### src/rtl/fp_divider.sv
// Iterative fp32 divider: restoring mantissa division, one quotient bit per clock.
// Truncating rounding, subnormals flushed to zero, specials resolved before the divide loop.
module fp_divider #(
    parameter int          QBITS     = 25,
    parameter logic [31:0] CANON_NAN = 32'h7FC00000
) (
    input  logic        clk,
    input  logic        reset,
    input  logic [31:0] A,
    input  logic [31:0] B,
    input  logic        En,
    output logic [31:0] Result,
    output logic        Ready,
    output logic        NaN
);

    localparam int CW = 5;

    typedef enum logic [2:0] {IDLE, UNPACK, DIVIDE, NORM, DONE} state_t;
    typedef enum logic [1:0] {CL_ZERO, CL_FINITE, CL_INF, CL_NAN} class_t;

    state_t                   state_q, state_d;
    logic [31:0]              a_q, a_d, b_q, b_d;
    logic                     sign_q, sign_d;
    logic signed [9:0]        exp_q, exp_d;
    logic [23:0]              mb_q, mb_d;
    logic [24:0]              rem_q, rem_d;
    logic [QBITS-2:0]         quo_q, quo_d;
    logic [CW-1:0]            cnt_q, cnt_d;
    logic [31:0]              result_q, result_d;
    logic                     ready_q, ready_d;
    logic                     nan_q, nan_d;

    class_t                   cls_a, cls_b;
    logic                     sgn, ge;
    logic [24:0]              rem_sub;
    logic [QBITS-1:0]         q_full;
    logic [22:0]              frac;
    logic signed [9:0]        e_adj;

    function automatic class_t classify(input logic [31:0] x);
        if (x[30:23] == 8'd0)
            return CL_ZERO;
        else if (x[30:23] == 8'hFF)
            return (x[22:0] == 23'd0) ? CL_INF : CL_NAN;
        else
            return CL_FINITE;
    endfunction

    // Exponent saturation: underflow flushes to signed zero, overflow to signed infinity.
    function automatic logic [31:0] saturate_pack(input logic s, input logic signed [9:0] e,
                                                  input logic [22:0] f);
        if (e <= 10'sd0)
            return {s, 31'd0};
        else if (e >= 10'sd255)
            return {s, 8'hFF, 23'd0};
        else
            return {s, e[7:0], f};
    endfunction

    always_comb begin
        state_d  = state_q;
        a_d      = a_q;
        b_d      = b_q;
        sign_d   = sign_q;
        exp_d    = exp_q;
        mb_d     = mb_q;
        rem_d    = rem_q;
        quo_d    = quo_q;
        cnt_d    = cnt_q;
        result_d = result_q;
        nan_d    = nan_q;
        ready_d  = 1'b0;
        frac     = 23'd0;
        e_adj    = exp_q;

        cls_a   = classify(a_q);
        cls_b   = classify(b_q);
        sgn     = a_q[31] ^ b_q[31];
        ge      = (rem_q >= {1'b0, mb_q});
        rem_sub = ge ? (rem_q - {1'b0, mb_q}) : rem_q;
        q_full  = {quo_q, ge};

        unique case (state_q)
            IDLE: begin
                if (En) begin
                    a_d     = A;
                    b_d     = B;
                    state_d = UNPACK;
                end
            end
            UNPACK: begin
                sign_d  = sgn;
                state_d = DONE;
                if (cls_a == CL_NAN || cls_b == CL_NAN ||
                    (cls_a == CL_ZERO && cls_b == CL_ZERO) ||
                    (cls_a == CL_INF && cls_b == CL_INF)) begin
                    result_d = CANON_NAN;
                    nan_d    = 1'b1;
                end else if (cls_a == CL_INF || cls_b == CL_ZERO) begin
                    result_d = {sgn, 8'hFF, 23'd0};
                    nan_d    = 1'b0;
                end else if (cls_a == CL_ZERO || cls_b == CL_INF) begin
                    result_d = {sgn, 31'd0};
                    nan_d    = 1'b0;
                end else begin
                    exp_d   = $signed({2'b00, a_q[30:23]}) - $signed({2'b00, b_q[30:23]}) + 10'sd127;
                    mb_d    = {1'b1, b_q[22:0]};
                    rem_d   = {2'b01, a_q[22:0]};
                    quo_d   = '0;
                    cnt_d   = '0;
                    state_d = DIVIDE;
                end
            end
            DIVIDE: begin
                // The last quotient bit is resolved inside NORM, so the loop runs QBITS-1 times.
                rem_d = rem_sub << 1;
                quo_d = q_full[QBITS-2:0];
                cnt_d = cnt_q + CW'(1);
                if (cnt_q == CW'(QBITS - 2))
                    state_d = NORM;
            end
            NORM: begin
                if (q_full[QBITS-1]) begin
                    frac  = q_full[QBITS-2:1];
                    e_adj = exp_q;
                end else begin
                    frac  = q_full[QBITS-3:0];
                    e_adj = exp_q - 10'sd1;
                end
                result_d = saturate_pack(sign_q, e_adj, frac);
                nan_d    = 1'b0;
                state_d  = DONE;
            end
            DONE: begin
                ready_d = 1'b1;
                state_d = IDLE;
            end
            default: state_d = IDLE;
        endcase
    end

    always_ff @(posedge clk) begin
        if (reset) begin
            state_q  <= IDLE;
            result_q <= 32'd0;
            ready_q  <= 1'b0;
            nan_q    <= 1'b0;
            cnt_q    <= '0;
        end else begin
            state_q  <= state_d;
            result_q <= result_d;
            ready_q  <= ready_d;
            nan_q    <= nan_d;
            cnt_q    <= cnt_d;
        end
        a_q    <= a_d;
        b_q    <= b_d;
        sign_q <= sign_d;
        exp_q  <= exp_d;
        mb_q   <= mb_d;
        rem_q  <= rem_d;
        quo_q  <= quo_d;
    end

    assign Result = result_q;
    assign Ready  = ready_q;
    assign NaN    = nan_q;

endmodule

### config.mk
export PLATFORM = sky130hd
export DESIGN_NAME = fp_divider
export DESIGN_NICKNAME = d
export VERILOG_FILES = /design/src/rtl/fp_divider.sv
export SDC_FILE = /design/constraint.sdc
export NUM_CORES = 1
export LEC_CHECK = 0
export ABC_AREA = 1
export BUFFER_PORTS_ARGS = -buffer_cell sky130_fd_sc_hd__buf_2
export CAP_MARGIN = 5
export CORE_ASPECT_RATIO = 0.5
export CORE_MARGIN = 1
export CORE_UTILIZATION = 45
export DETAILED_ROUTE_END_ITERATION = 8
export PLACE_DENSITY = 0.74
export SYNTH_ARGS = -nofsm -noshare
export SYNTH_HDL_FRONTEND = slang
export SYNTH_SLANG_ARGS = --single-unit
### constraint.sdc
create_clock -name clk -period 7.7 [get_ports clk]
set_input_delay 0 -clock clk [delete_from_list [all_inputs] [get_ports clk]]
set_output_delay 0 -clock clk [all_outputs]
set_load 0.1 [all_outputs]
# Yosys cells after proc, flatten, opt, wreduce, memory -nomap -nowiden
# Cells that the tools add are included.
op_classes:
  muxes: 39
  addsub: 5
  reduce_logical: 21
  n_eq_ne: 17
  bitwise_logic: 4
  n_lt_le_gt_ge: 3
op_table:
  columns: ["op", "n"]
  rows:
  - ["two-way mux 24 bit", 4]
  - ["two-way mux 32 bit", 3]
  - ["two-way mux 25 bit", 3]
  - ["one-hot mux 32 bit (2 select lines)", 1]
  - ["two-way mux 31 bit", 2]
  - ["one-hot mux 25 bit (2 select lines)", 1]
  - ["one-hot mux 24 bit (2 select lines)", 1]
  - ["zero test 23 bit", 2]
  - ["greater-or-equal comparator 25 x 24 -> 1 bit", 1]
  - ["subtractor 24 bit", 1]
  - ["two-way mux 23 bit", 1]
  - ["two-way mux 10 bit", 2]
  - ["== test 8 bit (second input constant)", 2]
  - ["zero test 8 bit", 2]
  - ["two-way mux 3 bit", 5]
  - ["two-way mux 5 bit", 3]
  - ["one-hot mux 3 bit (4 select lines)", 1]
  - ["adder 9 x 8 -> 10 bit (second input constant)", 1]
  - ["greater-or-equal comparator 10 x 9 -> 1 bit (second input constant)", 1]
  - ["less-or-equal comparator 10 x 1 -> 1 bit (second input constant)", 1]
  - ["!= test 2 bit (second input constant)", 5]
  - ["one-hot mux 5 bit (2 select lines)", 1]
  - ["subtractor 10 x 2 -> 10 bit (second input constant)", 1]
  - ["subtractor 8 x 8 -> 9 bit", 1]
  - ["other kinds (19)", 43]
word_totals:
  output_inout_bits: 34
  register_bits: 189
  in_bits: 67
  elab_cells: 101

# Logic depth before layout (Yosys ltp)
# Gate-level depths: netlist of run 1.
depth:
  word_depth: 10
  mapped_depth: 17
  ltp_nobuf: 16

# Worst setup path before layout of run 1
# Ideal clock, no wire load.
synth_timing:
  path_type: "register -> register"
  from: "reg state_q[2]"
  to: "reg a_q[0] (enable)"
  setup_ns: 0.644
  arrival_ns: 6.519
  required_ns: 7.056
  n_path_buf: 0
  path_slack_ns: 0.537
  period_less_slack_ns: 7.163
  path_stages_with_launch: 2
  path_cell_list: "dfxtp_1 -> nor4_1"
synth_between:
  elab_chain_cells: 2
synth_lines:
  columns: ["item", "line", "rtl"]
  rows:
  - ["start, declared", "22", "state_t state_q, state_d;"]
  - ["start signal, assigned", "151", "state_q <= state_d;"]
  - ["zero test 3 bit", "84", "unique case (state_q)"]
  - ["AND reduction 2 bit (no line)", null, null]
  - ["end signal, assigned", "157", "a_q <= a_d;"]
  - ["end, declared", "23", "logic [31:0] a_q, a_d, b_q, b_d;"]
# No other way between the ends.
# A chain may end at the register's enable or synchronous reset.

# Worst setup path in the final report of run 1
layout_timing:
  from: "reg state_q[0]"
  to: "reg rem_q[20], data pin"
layout_between:
  elab_chain_cells: 2
  word_cells_on_any_way: 3
  cone_classes: "eq/ne: 2; mux: 1"
layout_lines:
  columns: ["item", "line", "rtl"]
  rows:
  - ["== test 3 x 2 -> 1 bit or == test 3 x 1 -> 1 bit (tied branches)", "84", null]
  - ["one-hot mux 25 bit (2 select lines) *", "84", null]
  - ["net rem_d[20]", "27", "logic [24:0] rem_q, rem_d;"]
  - ["end signal, assigned", "162", "rem_q <= rem_d;"]
  - ["end, declared", "27", null]
# The timed path passes the listed nets; every way through them passes the cells marked *.

==> impl_results.md, run 1 <==
* GRT overflow at 0
* Num CTS Buffers at 17
* WP buf/inv at 2
* Antenna viol nets, final at 0
* Global-route wire length before repair at 36000 um
* Synthesized Nets at 1303
* Hold Buf Count CTS at 66
* Kind of critical path: register to register
* RR Startpoint: state_q[0]
* CTS root buf: clkbuf_16
* Worst VDD drop at 217 uV
* Top Usage Layer GRT: met2
* Hold endpoint: a_q[1]
* Tmin final at 2.97 ns
* Final setup fails at 0
* # IOs at 101
* WP data required at 7.89 ns
* Final period util at 38.5%
* Max Slew Vio Count at 0
* Final core occ at 55.4%
* DP Worst Slack at 4.75 ns
* NumNets Final at 1464
* Commonest non-fill, non-tap cells in the layout: nand2_1, inv_1, nor2_1
* Syn avg cell area at 8.41 um^2
* Reg2reg end: rem_q[20]
* Crit-path max FO at 49
* Die width at 214 um
* H-tree depth at 4
* Setup Buffers After CTS at 0
* Clk buf depth at 2
* Register-to-register setup slack at 4.73 ns
* Fmax at 337 MHz
* Synth Register Bits at 189
* Final GP Congestion at 0.882
* GR Layer Usage met1 at 26.2%
* Critical Path AT at 3.16 ns
* Min-delay src: A[1]
* Routing usage on met3 at 4.61%
* Fin Clk Skew at 0.00933 ns
* Crit-path leading delay family: buffers and inverters
* CP startpoint kind: register
* Clock transition at path regs at 0.07 ns
* Number of fill cells at 1929
* CP cell instances: nor2_1 > nand2_1 > buf_4 > clkinv_1 > nand2_1 > nand2_1 > nand2_1 > nand2_1
* Starting DRT DRC Count at 488
* Hpwl dp at 15500 um
* Hold path depth at 2
* Drt drc at 0
* Die H at 108 um
* Setup slack after layout at 4.73 ns
* Seq/Total Area, Yosys at 52.1%
* WL final at 21900 um
* Vias at 8053
* Status: finished clean
* PostCTS Resize Cnt at 0
* Largest net degree at the start of global routing at 65
* Hold/Removal Path Class: input port to register
* GRT Overall Usage at 20.2%
* Endpoints failing hold at 0
* FF-to-FF path depth at 8
* Post-synth EDFFs at 147
* Slowest cell delay on critical path at 0.93 ns
* Max-cap violation count at 0
* Worst skew pair latency at 0.44 ns
* Max transition margin at 35.1%
* Crit. End Element: register
* Cell row count at 38
* Post-synthesis cell count at 1200
* Total clock sinks at 189
* CTS tree: done
* GR Util met2 at 32.9%
* Number of global-route vias before repair at 7711
* First-pass DRT Iterations at 4
* Synth async-reset ratio at 0%
* Antenna violations before repair at 0
* Port Buf Inserts at 100
* Top_reg_cell synth: edfxtp_1
* Commonest non-fill, non-tap cell in the layout: nand2_1
* Area Overhead vs Synth at 19.9%
* Finished Cell Area at 0.0121 mm^2
* Avg WL per Cell at 13.1 um
* Diodes inserted at 0
* PwrDens at 357 mW/mm^2
* Core footprint at 0.0218 mm^2
* Initial Util at 46.2%
* Die ar. at 0.0231 mm^2
* Yosys synthesis warning count at 0
* Synth cell types at 45
* Leakage power at 5.51 nW
* Final TNS setup at 0 ns
* DP Area at 0.0108 mm^2
* Slowest-stage cell, CP: clkinv_1
* Tightest Pin Transition at 0.967 ns
* Crit path top cell by count: nand2_1
* Vias/cell at 4.81
* Layout cells sized above 1 at 12.6%
* Post-Syn Area at 0.0101 mm^2
* RSZ-0062 raised after global routing: no
power by group:
| part | internal [mW] | switching, mW |
|---|---|---|
| sequential | 1.45 | 0.134 |
| clock | 0.510 | 0.363 |
| combinational | 0.549 | 1.30 |
| total | 2.51 | 1.80 |
state kept, by name, summed over array words and instances, names as in the netlist:
signal   count
exp_q       10
state_q      3
NaN          1
sign_q       1
quo_q       24
mb_q        23
b_q         32
Ready        1
Result      32
a_q         32
cnt_q        5
rem_q       25
cells by family after synthesis:
family	after synthesis	share of synthesized area [%]
compound gates	138	7.43
xor+xnor	29	2.52
simple gates	590	24.6
buf+inv	218	8.74
flops	189	52.1
fa+ha+maj	36	4.61
worst register-to-register path, delay by kind of cell (launching register included):
| family | cells | cell delay, ns |
|---|---|---|
| flops | 1 | 0.39 |
| simple gates | 6 | 0.92 |
| buf+inv | 2 | 1.41 |
cell usage after synthesis, types with 3 or more instances:
library cell | instances | area, um^2
nand4_1 | 7 | 43.8
nor2_2 | 14 | 87.6
clkinv_1 | 3 | 11.3
inv_2 | 3 | 11.3
nor3_1 | 7 | 35.0
xor2_1 | 14 | 123
xnor2_1 | 15 | 131
nand3_1 | 61 | 305
o21ai_1 | 6 | 30.0
a21oi_1 | 56 | 280
nand2_1 | 309 | 1160
nor2_1 | 165 | 619
edfxtp_1 | 147 | 4410
or2_2 | 4 | 25.0
ha_1 | 34 | 425
o211ai_1 | 7 | 52.6
o21bai_1 | 4 | 30.0
nor2_4 | 4 | 45.0
o22ai_1 | 3 | 18.8
clkbuf_1 | 14 | 52.6
nor4_1 | 3 | 18.8
inv_1 | 181 | 679
nand2_2 | 5 | 31.3
buf_4 | 7 | 52.6
buf_2 | 4 | 20.0
a21o_1 | 3 | 22.5
o21ai_0 | 54 | 270
nand2_4 | 3 | 33.8
dfxtp_1 | 42 | 841
routing by layer:
layer | share of wire, % | up-vias
met3 | 5.0 | 32
met1 | 46 | 3649
met2 | 47 | 192
met5 | 0 | -
li1 | - | 4180
met4 | 2.1 | 0
worst max-delay path by stage:
stage | start | endpoint | slack [ns] | cells after the start
floorplan | state_q[2] | a_q[0] | 0.54 | 1
global placement | state_q[2] | rem_q[20] | 4.78 | 8
detailed placement | state_q[0] | rem_q[20] | 4.75 | 8
CTS | state_q[0] | rem_q[20] | 4.71 | 8
global route | state_q[0] | rem_q[20] | 4.43 | 8
finish | state_q[0] | rem_q[20] | 4.73 | 8
cell type report:
type | instances | area, um^2 | share of cell area [%]
Multi-Input combinational cell | 793 | 3960 | 32.8
Timing Repair Buffer | 172 | 1210 | 9.97
Clock buffer | 28 | 539 | 4.46
Sequential cell | 189 | 5260 | 43.5
Tap cell | 300 | 375 | 3.10
Clock inverter | 4 | 50.0 | 0.414
Inverter | 188 | 707 | 5.85
stage by stage:
stage | std cells | power (mW) | hold slack [ns]
4_1_cts | 1674 | 4.34 | 0.233
5_1_grt | 1674 | 4.64 | 0.253
2_1_floorplan | 1200 | 3.07 | 0.0989
3_5_place_dp | 1576 | 3.42 | 0.178
3_3_place_gp | 1576 | 3.39 | 0.177
6_report | 1674 | 4.31 | 0.262
(Power assumes the default switching activity.)
==> run 2, diff against run 1 <==
Settings changed: ABC_AREA 1 to 0, PLACE_DENSITY 0.74 to 0.72.
Clock period 7.7 ns to 2.8 ns, I/O delays scaled along.
==> run 2 against run 1 <==
  * Routed wire length is 7.8% lower
  * Combinational power shrank 26%
  * Core utilization rose by 2.9 points
  * Total power up 68%
  * Final cell count is 25% lower
  * Critical endpoint is now rem_q[24]
==> impl_results.md, run 2 <==
* Status: finished clean (unchanged)
* Top sig layer: met4 (unchanged)
* Num CTS Buffers at 17 (unchanged)
* Antenna violations before repair at 0 (unchanged)
* First-pass DRT Iterations at 5 (was 4)
* Final setup fails at 0 (unchanged)
* RR Startpoint: rem_q[15] (was state_q[0])
* Met3 wire len at 668 um (was 1100 um)
* Main combinational cell family by area after synthesis: simple AND/OR/NAND/NOR gates (unchanged)
* Post-Syn Area at 0.00921 mm^2 (was 0.0101 mm^2)
* H-tree depth at 4 (unchanged)
* FF-to-FF path depth at 9 (was 8)
* Fmax at 374 MHz (was 337 MHz)
* NumNets Final at 1075 (was 1464)
* Post-synthesis cell count at 792 (was 1200)
* Starting DRT DRC Count at 329 (was 488)
* Worst VDD drop at 448 uV (was 217 uV)
* Max Slew Vio Count at 0 (unchanged)
* PwrDens at 629 mW/mm^2 (was 357 mW/mm^2)
* # IOs at 101 (unchanged)
* Reg2reg end: rem_q[24] (was rem_q[20])
* Synth async-reset ratio at 0% (unchanged)
* WL met1 at 9890 um (was 10100 um)
* Commonest non-fill, non-tap cells in the layout: edfxtp_1, buf_2, dlygate4sd3_1 (was nand2_1, inv_1, nor2_1)
* Final GP Congestion at 0.883 (was 0.882)
* Antenna viol nets, final at 0 (unchanged)
* Post-Synth XOR/XNOR Area at 4.00% (was 2.52%)
* Post-Synth Adder-Cell Area at 5.06% (was 4.61%)
* CTS tree: done (unchanged)
* Setup slack after layout at 0.126 ns (was 4.73 ns)
* Final hold slack at 0.135 ns (was 0.262 ns)
* Avg WL per Cell at 16.1 um (was 13.1 um)
* Tmin final at 2.67 ns (was 2.97 ns)
* Commonest non-fill, non-tap cell in the layout: edfxtp_1 (was nand2_1)
* Diodes inserted at 0 (unchanged)
* Yosys synthesis warning count at 0 (unchanged)
* Vias/cell at 5.29 (was 4.81)
* Min-delay src: reset (was A[1])
* Seq/Total Area, Yosys at 57.1% (was 52.1%)
* Hold path depth at 2 (unchanged)
* WL final at 20200 um (was 21900 um)
* CP startpoint kind: register (unchanged)
* Register-to-register setup slack at 0.13 ns (was 4.73 ns)
* Top-count cell post-synth: edfxtp_1 (was nand2_1)
* Multiplexer share of the synthesized area at 4.61% (was 0%)
* Final period util at 95.5% (was 38.5%)
* Critical Path AT at 2.97 ns (was 3.16 ns)
* Die H at 103 um (was 108 um)
* Vias at 6623 (was 8053)
* Inst Count DP at 1154 (was 1576)
* Area Overhead vs Synth at 24.9% (was 19.9%)
* Port Buf Inserts at 100 (unchanged)
* Endpoints failing hold at 0 (unchanged)
* Routed wl met2 at 9280 um (was 10200 um)
* Syn avg cell area at 11.6 um^2 (was 8.41 um^2)
* GRT overflow at 0 (unchanged)
* Register area at 0.00526 mm^2 (unchanged)
* Initial Util at 46.7% (was 46.2%)
* Hpwl dp at 14000 um (was 15500 um)
* WP data required at 3.10 ns (was 7.89 ns)
* Synthesized Nets at 895 (was 1303)
* Number of global-route vias before repair at 6515 (was 7711)
* Leakage power at 4.66 nW (was 5.51 nW)
* DP Area at 0.0101 mm^2 (was 0.0108 mm^2)
* Top post-synthesis cells by area: edfxtp_1, dfxtp_1, ha_1 (was edfxtp_1, nand2_1, dfxtp_1)
* CTS root buf: clkbuf_16 (unchanged)
* Clk buf depth at 2 (unchanged)
* Max-cap violation count at 0 (unchanged)
* DP Worst Slack at 0.0415 ns (was 4.75 ns)
* Crit. End Element: register (unchanged)
* Total clock sinks at 189 (unchanged)
* Number of fill cells at 1630 (was 1929)
* Simple-Gate Fraction of Synth Area at 13.5% (was 24.6%)
* Finished Cell Area at 0.0115 mm^2 (was 0.0121 mm^2)
* Post-synth EDFFs at 147 (unchanged)
* Crit-path max FO at 5 (was 49)
* Largest net degree at the start of global routing at 47 (was 65)
* Synth Register Bits at 189 (unchanged)
* Fin Clk Skew at 0.0127 ns (was 0.00933 ns)
* Final std cells w/o fill at 1251 (was 1674)
* Global-route wire length before repair at 32600 um (was 36000 um)
* Core footprint at 0.0197 mm^2 (was 0.0218 mm^2)
* Tightest Pin Transition at 0.810 ns (was 0.967 ns)
* Worst skew pair latency at 0.44 ns (about the same)
* Synth top area share at 48.0% (was 43.8%)
* Clock transition at path regs at 0.07 ns (about the same)
* Kind of critical path: register to register (unchanged)
* Hold/Removal Path Class: input port to register (unchanged)
* Cell row count at 36 (was 38)
* Top_reg_cell synth: edfxtp_1 (unchanged)
* Hold endpoint: state_q[2] (was a_q[1])
* Synth cell types at 65 (was 45)
* Footprint of the multi-input gates at 0.00376 mm^2 (was 0.00396 mm^2)
* Max transition margin at 46.0% (was 35.1%)
* Post-synthesis compound-gate area fraction at 11.9% (was 7.43%)
* Layout cells sized above 1 at 20.1% (was 12.6%)
* Drt drc at 0 (unchanged)
* RSZ-0062 raised after global routing: yes (was no)
* Die width at 204 um (was 214 um)
* GRT Overall Usage at 20.0% (was 20.2%)
* Cell taking the most area after synthesis: edfxtp_1 (unchanged)
* Die ar. at 0.0211 mm^2 (was 0.0231 mm^2)
* Synth cell count leaders: edfxtp_1, nor2_1, nand2_1, inv_1, dfxtp_1 (was nand2_1, inv_1, nor2_1, edfxtp_1, nand3_1)
-- run 2: cell types whose count changed in the layout (fill, tap and decap cells not counted), sizes merged, moves of 22 or more --
cell,before,now
and3,0,26
o21ai,60,34
nand3,62,16
a21oi,57,33
inv,184,52
mux2i,0,39
a2bb2oi,0,22
nor2,183,61
nand2,317,53
buf,106,129
-- run 2: repair_timing --
action,4_1_cts,5_1_grt
endpoints found under the hold margin,65,0
gates resized for setup,0,30
setup endpoints to repair,0,49
hold buffers,65,0
setup buffers,0,0
-- run 2: worst max path at each step --
stage	from	to	slack, ns	cells after the start
3_3_place_gp	rem_q[3]	rem_q[1]	0.08	10
6_report	rem_q[15]	rem_q[24]	0.13	9
2_1_floorplan	a_q[24]	cnt_q[3]	-0.02	9
3_5_place_dp	mb_q[1]	rem_q[5]	0.04	11
4_1_cts	rem_q[3]	rem_q[1]	0.01	10
5_1_grt	a_q[23]	exp_q[8]	-0.07	12
-- run 2: final cells by class --
cell class	instances	share of cell area, %
clock buffers	20	3.97
clock inverters	12	1.15
inverters	46	1.50
multi-input cells	524	32.7
flip-flops and latches	189	45.7
well taps	266	2.89
repair buffers	194	12.1
-- run 2: logic make-up (layout without fill, tap and decap cells) --
kind of cell | count (synthesis) | in the layout
DFF | 189 | 189
buffers and inverters | 79 | 272
and+or+nand+nor | 244 | 244
adders and majority gates | 36 | 36
xor gates and xnor gates | 42 | 42
muxes | 42 | 42
AOI/OAI and AO/OA | 160 | 160
-- run 2: worst max-delay path, stage by stage (launching register included) --
cell      delay, ns
edfxtp_1       0.39
ha_2           0.39
nand2_1        0.12
nor2_4         0.15
o21ai_1        0.11
a21bo_2        0.25
a31oi_4        0.23
a41oi_4        0.17
or4_1          0.55
a21oi_1        0.17
-- run 2: routing by layer --
layer	vias up	track usage (%)
met4	0	7.06
met2	108	32.4
li1	3292	-
met3	28	3.45
met5	-	0
met1	3195	27.5
-- run 2: per-stage QoR --
stage                     TNS [ns]  utilization, %  power (mW)
after floorplan            -0.0457               -        4.36
after global placement           0            51.3        4.66
after detailed placement         0            51.3        4.69
after CTS                        0            57.6        7.21
after global routing       -0.0923            58.3        7.55
final                            0            58.3        7.24
-- run 2: power by group --
part	total, mW	leakage [nW]	switching, mW	internal [mW]
sequential	3.42	1.73	0.130	3.29
combinational	1.36	2.64	0.762	0.599
clock	2.46	0.290	1.09	1.37
